[src/rtl/fp8_pkg.sv]
// Shared FP8 definitions: format defaults, field helpers, saturation constant,
// flag bit positions and the divider control state encoding.
package fp8_pkg;

    localparam int unsigned FP8_EXP_BITS  = 4;
    localparam int unsigned FP8_MANT_BITS = 3;
    localparam int unsigned FP8_BIAS      = (1 << (FP8_EXP_BITS - 1)) - 1;
    localparam int unsigned FP8_W         = 1 + FP8_EXP_BITS + FP8_MANT_BITS;

    // Largest magnitude {exp, mant}; all-ones exponent is an ordinary value here.
    localparam logic [FP8_W-2:0] FP8_MAX_MAG = '1;

    // Bit positions inside the 3-bit {dz, ovf, unf} flag vector.
    localparam int unsigned FLAG_DZ  = 2;
    localparam int unsigned FLAG_OVF = 1;
    localparam int unsigned FLAG_UNF = 0;

    typedef enum logic [1:0] {
        StWaitA,
        StWaitB,
        StResult
    } state_e;

    function automatic logic fp8_sign(input logic [FP8_W-1:0] x);
        return x[FP8_W-1];
    endfunction

    function automatic logic [FP8_EXP_BITS-1:0] fp8_exp(input logic [FP8_W-1:0] x);
        return x[FP8_MANT_BITS +: FP8_EXP_BITS];
    endfunction

    function automatic logic [FP8_MANT_BITS-1:0] fp8_mant(input logic [FP8_W-1:0] x);
        return x[FP8_MANT_BITS-1:0];
    endfunction

endpackage

[src/rtl/fp8_log_div_core.sv]
// Combinational Mitchell log-domain divider: mantissa subtract with borrow into
// the exponent difference, then zero/overflow/underflow handling.
module fp8_log_div_core
    import fp8_pkg::*;
#(
    parameter int unsigned EXP_BITS      = FP8_EXP_BITS,
    parameter int unsigned MANTISSA_BITS = FP8_MANT_BITS,
    parameter int unsigned BIAS          = (1 << (EXP_BITS - 1)) - 1,
    localparam int unsigned W            = 1 + EXP_BITS + MANTISSA_BITS
) (
    input  logic [W-1:0] a_i,
    input  logic [W-1:0] b_i,
    output logic [W-1:0] q_o,
    output logic [2:0]   flags_o
);

    // Two guard bits keep Ea - Eb + BIAS - borrow exact and signed.
    localparam int unsigned EW = EXP_BITS + 2;
    localparam logic signed [EW-1:0] BiasS  = EW'(BIAS);
    localparam logic signed [EW-1:0] ExpMax = EW'((1 << EXP_BITS) - 1);

    logic                     sq;
    logic [EXP_BITS-1:0]      ea, eb;
    logic [MANTISSA_BITS-1:0] ma, mb, mq;
    logic                     borrow;
    logic signed [EW-1:0]     eq;

    assign sq = a_i[W-1] ^ b_i[W-1];
    assign ea = a_i[MANTISSA_BITS +: EXP_BITS];
    assign eb = b_i[MANTISSA_BITS +: EXP_BITS];
    assign ma = a_i[MANTISSA_BITS-1:0];
    assign mb = b_i[MANTISSA_BITS-1:0];

    // Modular subtract gives 2^M + Ma - Mb truncated when a borrow occurs.
    assign borrow = (ma < mb);
    assign mq     = ma - mb;
    assign eq     = $signed({2'b00, ea}) - $signed({2'b00, eb}) + BiasS
                  - $signed({{(EW-1){1'b0}}, borrow});

    // Special cases resolved in priority order: divide-by-zero, zero dividend, ovf, unf.
    always_comb begin
        q_o     = {sq, eq[EXP_BITS-1:0], mq};
        flags_o = 3'b000;
        if (eb == '0) begin
            q_o              = {sq, {(W-1){1'b1}}};
            flags_o[FLAG_DZ] = 1'b1;
        end else if (ea == '0) begin
            q_o = {sq, {(W-1){1'b0}}};
        end else if (eq > ExpMax) begin
            q_o               = {sq, {(W-1){1'b1}}};
            flags_o[FLAG_OVF] = 1'b1;
        end else if (eq[EW-1] || (eq == '0)) begin
            q_o               = {sq, {(W-1){1'b0}}};
            flags_o[FLAG_UNF] = 1'b1;
        end
    end

endmodule

[src/rtl/fp8_log_divider.sv]
// Byte-serial approximate FP8 divider: dividend then divisor over one operand
// handshake, quotient and {dz, ovf, unf} returned on a result handshake.
// Optional macro FP8_DIV_STICKY_EN adds accumulated sticky flags with clr_flags.
module fp8_log_divider
    import fp8_pkg::*;
#(
    parameter int unsigned EXP_BITS      = FP8_EXP_BITS,
    parameter int unsigned MANTISSA_BITS = FP8_MANT_BITS,
    parameter int unsigned BIAS          = (1 << (EXP_BITS - 1)) - 1,
    localparam int unsigned W            = 1 + EXP_BITS + MANTISSA_BITS
) (
    input  logic         clk,
    input  logic         rst_n,
    input  logic [W-1:0] in_data,
    input  logic         in_valid,
    output logic         in_ready,
    output logic [W-1:0] out_data,
    output logic [2:0]   out_flags,
    output logic         out_valid,
    input  logic         out_ready,
    input  logic         clr_flags,
    output logic [2:0]   sticky_flags
);

    state_e       state_q, state_d;
    logic [W-1:0] a_q;
    logic [W-1:0] out_data_q;
    logic [2:0]   out_flags_q;
    logic [W-1:0] q_w;
    logic [2:0]   flags_w;
    logic         load_a, load_res;

    fp8_log_div_core #(
        .EXP_BITS     (EXP_BITS),
        .MANTISSA_BITS(MANTISSA_BITS),
        .BIAS         (BIAS)
    ) u_core (
        .a_i    (a_q),
        .b_i    (in_data),
        .q_o    (q_w),
        .flags_o(flags_w)
    );

    // Handshake decode and next-state; RESULT never bypasses straight to a new A.
    always_comb begin
        state_d  = state_q;
        in_ready = 1'b0;
        load_a   = 1'b0;
        load_res = 1'b0;
        unique case (state_q)
            StWaitA: begin
                in_ready = 1'b1;
                if (in_valid) begin
                    load_a  = 1'b1;
                    state_d = StWaitB;
                end
            end
            StWaitB: begin
                in_ready = 1'b1;
                if (in_valid) begin
                    load_res = 1'b1;
                    state_d  = StResult;
                end
            end
            StResult: begin
                if (out_ready) begin
                    state_d = StWaitA;
                end
            end
            default: state_d = StWaitA;
        endcase
    end

    // State, latched dividend and registered result.
    always_ff @(posedge clk or negedge rst_n) begin
        if (!rst_n) begin
            state_q     <= StWaitA;
            a_q         <= '0;
            out_data_q  <= '0;
            out_flags_q <= '0;
        end else begin
            state_q <= state_d;
            if (load_a) begin
                a_q <= in_data;
            end
            if (load_res) begin
                out_data_q  <= q_w;
                out_flags_q <= flags_w;
            end
        end
    end

    assign out_data  = out_data_q;
    assign out_flags = out_flags_q;
    assign out_valid = (state_q == StResult);

`ifdef FP8_DIV_STICKY_EN
    logic [2:0] sticky_q, sticky_d;

    // New result flags take precedence over a same-cycle clear.
    always_comb begin
        sticky_d = sticky_q;
        if (load_res) begin
            sticky_d = clr_flags ? flags_w : (sticky_q | flags_w);
        end else if (clr_flags) begin
            sticky_d = 3'b000;
        end
    end

    // Sticky flag register.
    always_ff @(posedge clk or negedge rst_n) begin
        if (!rst_n) begin
            sticky_q <= 3'b000;
        end else begin
            sticky_q <= sticky_d;
        end
    end

    assign sticky_flags = sticky_q;
`else
    logic unused_clr_flags;
    assign unused_clr_flags = clr_flags;
    assign sticky_flags     = 3'b000;
`endif

endmodule

[config.mk]
export PLATFORM = sky130hd
export DESIGN_NAME = fp8_log_divider
export DESIGN_NICKNAME = d
export VERILOG_FILES = /design/src/rtl/fp8_pkg.sv /design/src/rtl/fp8_log_div_core.sv /design/src/rtl/fp8_log_divider.sv
export SDC_FILE = /design/constraint.sdc
export NUM_CORES = 1
export LEC_CHECK = 0
export BUFFER_PORTS_ARGS = -buffer_cell sky130_fd_sc_hd__buf_2
export CAP_MARGIN = 20
export CORE_MARGIN = 5
export CORE_UTILIZATION = 50
export DETAILED_ROUTE_END_ITERATION = 7
export PLACE_DENSITY = 0.84
export SETUP_SLACK_MARGIN = 0.05
export SYNTH_ARGS = -nofsm -noshare
export SYNTH_HDL_FRONTEND = slang
export SYNTH_SLANG_ARGS = --single-unit
[constraint.sdc]
create_clock -name clk -period 5.33 [get_ports clk]
set_input_delay 0.533 -clock clk [delete_from_list [all_inputs] [get_ports clk]]
set_output_delay 0.533 -clock clk [all_outputs]
set_load 0.005 [all_outputs]
After elaboration in Yosys (flattened, before gate mapping)
Cells that the tools add are included.

storage, ports and cells
  input port bits = 13
  logic and storage cells = 41
  bits in latches = 0
  output and inout port bits = 16
  register bits after elaboration = 21
  ROM bits = 0
  memories = 0
  bits in writable memories = 0

cells by class
  equal/unequal tests = 5
  shifts and indexed selects = 0
  $lt $le $gt $ge = 2
  muxes and demuxes = 18
  multiply operators = 0
  div/mod/pow operators = 0
  $add $sub $neg = 4
  reductions and logical operators = 7
  bitwise operators = 1

operators by type and width
  operator                                                                         number
  7-bit two-way mux                                                                4
  2-bit two-way mux                                                                5
  4-bit logical NOT                                                                2
  1-bit two-way mux                                                                8
  6-bit by 4-bit adder with 6-bit output, second input constant                    1
  6-bit by 5-bit greater-than comparator with 1-bit output, second input constant  1
  6-bit logical NOT                                                                1
  2-bit case mux with 3 select lines                                               1
  6-bit by 2-bit subtractor with 6-bit output                                      1
  4-bit by 4-bit subtractor with 5-bit output                                      1
  2-bit != test, second input constant                                             2
  3-bit less-than comparator                                                       1
  3-bit AND reduction                                                              1
  3-bit subtractor                                                                 1
  2-bit by 1-bit equality test with 1-bit output, second input constant            1
  2-bit equality test, second input constant                                       1
  2-bit logical NOT                                                                1
  2-bit by 1-bit != test with 1-bit output, second input constant                  1
  2-bit OR reduction                                                               1
  1-bit logical OR                                                                 1
  1-bit XOR                                                                        1

Logic depth before layout (Yosys ltp)
  depth after elaboration = 9
  depth in mapped cells = 12
  gate-level depth less buffers = 12

Cells and area by module
Synthesis repeated with hierarchy kept, for this count alone.

unflattened totals
  cells, all modules = 131
  area total of the unflattened synthesis = 1472.7 µm²

by module, submodules not included
  module            cells an instance  times used  sequential area each (µm²)  area an instance (µm²)
  fp8_log_divider   52                 1           525.5                       845.8
  fp8_log_div_core  79                 1           0.0                         626.9

Worst setup path after synthesis
OpenSTA, ideal clock, no wires.

  path kind = input -> register
  start point = input in_data[1]
  end point = register out_data_q[0] (netlist: out_data[0])
  path slack = 2456 ps
  arrival = 2745 ps
  buffers on the path = 0
  data required time = 5200 ps
  setup time = 130 ps
  cell stages on the path = 10
  path through = inv_1 > ha_1 > a21o_1 > a21o_1 > ha_1 > ha_1 > fa_1 > or3_1 > o31ai_2 > o21ai_1

between the ends
  longest elaborated chain between the ends = 8
  elaborated cells on any way between the ends = 9
  those cells by class = 1 x add/sub; 2 x order compare; 4 x mux; 2 x reduce/logical

RTL lines
  item                                                                                              RTL line                text
  start, declared                                                                                   fp8_log_divider.sv:14   input logic [W-1:0] in_data,
  3-bit less-than comparator (*)                                                                    fp8_log_div_core.sv:35  assign borrow = (ma < mb);
  6-bit by 2-bit subtractor with 6-bit output (*)                                                   fp8_log_div_core.sv:38  - $signed({{(EW-1){1'b0}}, borrow});
  branches (longest 3 deep; another with 6-bit by 5-bit greater-than comparator with 1-bit output)  n/a
  7-bit two-way mux (*)                                                                             fp8_log_div_core.sv:49  end else if (eq > ExpMax) begin
  7-bit two-way mux (*)                                                                             fp8_log_div_core.sv:47  end else if (ea == '0) begin
  7-bit two-way mux (*)                                                                             fp8_log_div_core.sv:44  if (eb == '0) begin
  end signal, assigned                                                                              fp8_log_divider.sv:87   out_data_q <= q_w;
  end, declared                                                                                     fp8_log_divider.sv:27   logic [W-1:0] out_data_q;

Every way passes the cells marked *.
A chain may end at the register's enable or synchronous reset.

Worst setup path after layout
  start point = register a_q[3]
  end point = register out_data_q[0] (netlist: out_data[0])

between the ends
  longest elaborated chain between the ends = 9
  elaborated cells on any way between the ends = 11
  those cells by class = 3 x add/sub; 1 x order compare; 4 x mux; 3 x reduce/logical

RTL lines
  item                                                                            RTL line                text
  start, declared                                                                 fp8_log_divider.sv:26   logic [W-1:0] a_q;
  start signal, assigned                                                          fp8_log_divider.sv:84   a_q <= in_data;
  branches (longest 7 deep; another with 6-bit by 4-bit adder with 6-bit output)  n/a
  7-bit two-way mux (*)                                                           fp8_log_div_core.sv:47
  7-bit two-way mux (*)                                                           fp8_log_div_core.sv:44

Marked as above.

==> metrics <==
total grt overflow=0; Synthesis Warnings=0; die area=approximately 3800 sq um; CP Cell Sequence=inv_1 -> ha_1 -> inv_1 -> fa_1 -> xor2_1 -> inv_1 -> ha_1 -> a21o_1 -> a21oi_1 -> xor2_1 -> o31ai_2 -> o21ai_1; most numerous cell on the critical path=inv_1; CTS tree=yes; R2R Setup Slk=2460 ps; RD Place Congestion=roughly 0.9; multi-input logic area=731 sq um; CTS clock-pin slew for the worst setup and hold paths=120 ps; routed len/inst=14.1 um; WS Path Type=flip-flop to flip-flop; crit start category=flip-flop; antenna cells=0; final hold viol count=0; crit path launch=a_q[3]; VDD IR max=approximately 0.40 mV; slowest stage delay, CP=410 ps; Synth Register Bits=21; drt total wl=roughly 2700 um; Pwr per Cell Area=between 700 and 800 nW/um^2; worst slew pin tran=645 ps; Max Slew Vio Count=0; final setup margin=2460 ps; Worst Path Required=approximately 5500 ps; Hold Crit Class=input pin to async pin; Avg Cell Area, Syn=10.0 sq um; Die Y=61.5 um; Clk Tree Root Cell=clkbuf_4; Final Core Density=about 60%; largest net degree at the start of global routing=22; Mapped Area=1320 sq um; CTS Buffer Depth=2; CP arrival=3070 ps; Clock Sink Count=21; Clock Latency Late Sink=310 ps; area leader, netlist=dfrtp_1; count of unique library cells instantiated by Yosys=35; vias per inst=between 5 and 6; MaxCap Viol Count=0; Via Count=1001; Layout Skew=roughly 5.3 ps; Net count, final=186; fin crit share=about 54%; cell with the most instances after synthesis=dfrtp_1; DRT Pass-1 Iters=4; core box area=2500 sq um; Post-Syn Instances=132; share of layout cells above drive strength 1=25.3%; status=finished clean; antenna viol nets, final=0; Tot GR Track Use=15.9%; Fill cells=between 200 and 250; P&R area growth vs syn=12.6%; Async SR Flop Fraction=between 90% and 100%; Cell Count, Final, Fillers Out=188; most frequent cells after synthesis=21 x dfrtp_1, 13 x inv_1, 11 x ha_1, 11 x nand2_1; placed cell count=184; post-route cell area=1490 sq um; # DRC=0; Final Setup Violations=0; Critical-path top delay cell=dfrtp_1; fin crit period=approximately 2900 ps; first-pass GRT wire length=4460 um; Fmax=0.348 GHz; worst hold slack=144 ps; crit path capture type=flip-flop; ys flop type=dfrtp_1; htree depth=1; 1st-iter DRT viols=20; relative slew slack=56.8%; Die Span X=61.5 um; worst r2r src=a_q[3]; Setup WS pre-CTS=between 2000 and 2500 ps; Post-Route Setup TNS=0 ps; overall power=1.07 mW; initial antenna violation count=0; EDFF count, synth=0; register area=526 sq um; Detailed Place HPWL=2210 um; TritonCTS buffer count=3; Synth top area share=39.7%; Leak=0.772 nW; initial core utilization=53.0%; Seq/Total Area, Yosys=39.7%; post-CTS resize count=0; io pins=29; post-CTS setup buffer count=0; CTS Hold Bufs=0; largest fanout on the critical path=5; vias in the first global route=1024; RSZ-0062 raised after global routing=no; Rows=18; Placed Area=1460 sq um; Synth area leaders=dfrtp_1 40%, ha_1 10%, mux2_2 6.0%, fa_1 4.5%, inv_1 3.7%; IO Port Bufs=24
## logic make-up (layout without fill, tap and decap cells)
kind of cell / count (synthesis) / count (layout) / synth area share (%)
xor+xnor: 6 / 6 / 3.97
mux: 7 / 7 / 5.95
buf+inv: 17 / 41 / 5.67
compound gates: 35 / 35 / 16.7
simple gates: 31 / 31 / 12.8
fa+ha+maj: 14 / 14 / 14.9
flops: 21 / 21 / 39.7
other cells: 1 / 3 / 0.283
## critical path: cells and delay by family (launching register included)
family | cells | cell delay [ps]
AO/OA/AOI/OAI | 4 | 890
XOR/XNOR | 2 | 380
adder cells (fa/ha/maj) | 3 | 830
buffers and inverters | 3 | 230
flip-flops | 1 | 410
## placed cells by master, fill, tap and decap left out, types with 2 or more instances in the layout
cell      instances
buf_2            24
dfrtp_1          21
inv_1            13
nand2_1          11
ha_1             11
a21oi_1           9
o21ai_0           9
nor2_1            7
mux2_2            7
a21o_1            6
xnor2_1           4
o21ai_1           3
fa_1              3
conb_1            3
clkbuf_4          3
xor2_1            2
and2_1            2
o31ai_1           2
## state kept, by name, indices dropped and copies added, names as in the netlist
| signal | cells |
|---|---|
| out_flags | 3 |
| state_q | 2 |
| a_q | 8 |
| out_data | 8 |
## report_power, final
part           internal, mW  total, mW  switching [mW]
clock network        0.0281     0.0792          0.0511
registers             0.234      0.287          0.0527
logic                 0.317      0.701           0.384
total                 0.579       1.07           0.488
## routing by layer
metal	vias up	routed length, um	part of all wire, %	global-route usage [%]
li1	501	-	-	-
met1	465	1110	42	18.6
met2	27	1340	50	27.9
met3	8	149	5.6	4.19
met4	0	59	2.2	5.76
met5	-	0	0	0
## worst paths after layout
check                      cells past startpoint           end
max in group asynchronous                      1   out_data[5]
hold reg to reg                                1  out_flags[2]
min in group clk                               2    state_q[1]
setup / recovery                              12   out_data[0]
hold / removal                                 1        a_q[2]
setup reg to reg                              12   out_data[0]
## cell type report
cell class / count / share of cell area (%)
sequential: 21 / 35.3
tap: 30 / 2.52
inverter: 13 / 3.27
clock buffer: 3 / 1.51
timing repair buffer: 24 / 8.06
multi-input combinational: 96 / 49.0
clock inverter: 1 / 0.336
Note: power is estimated with default switching activity, not from simulation.
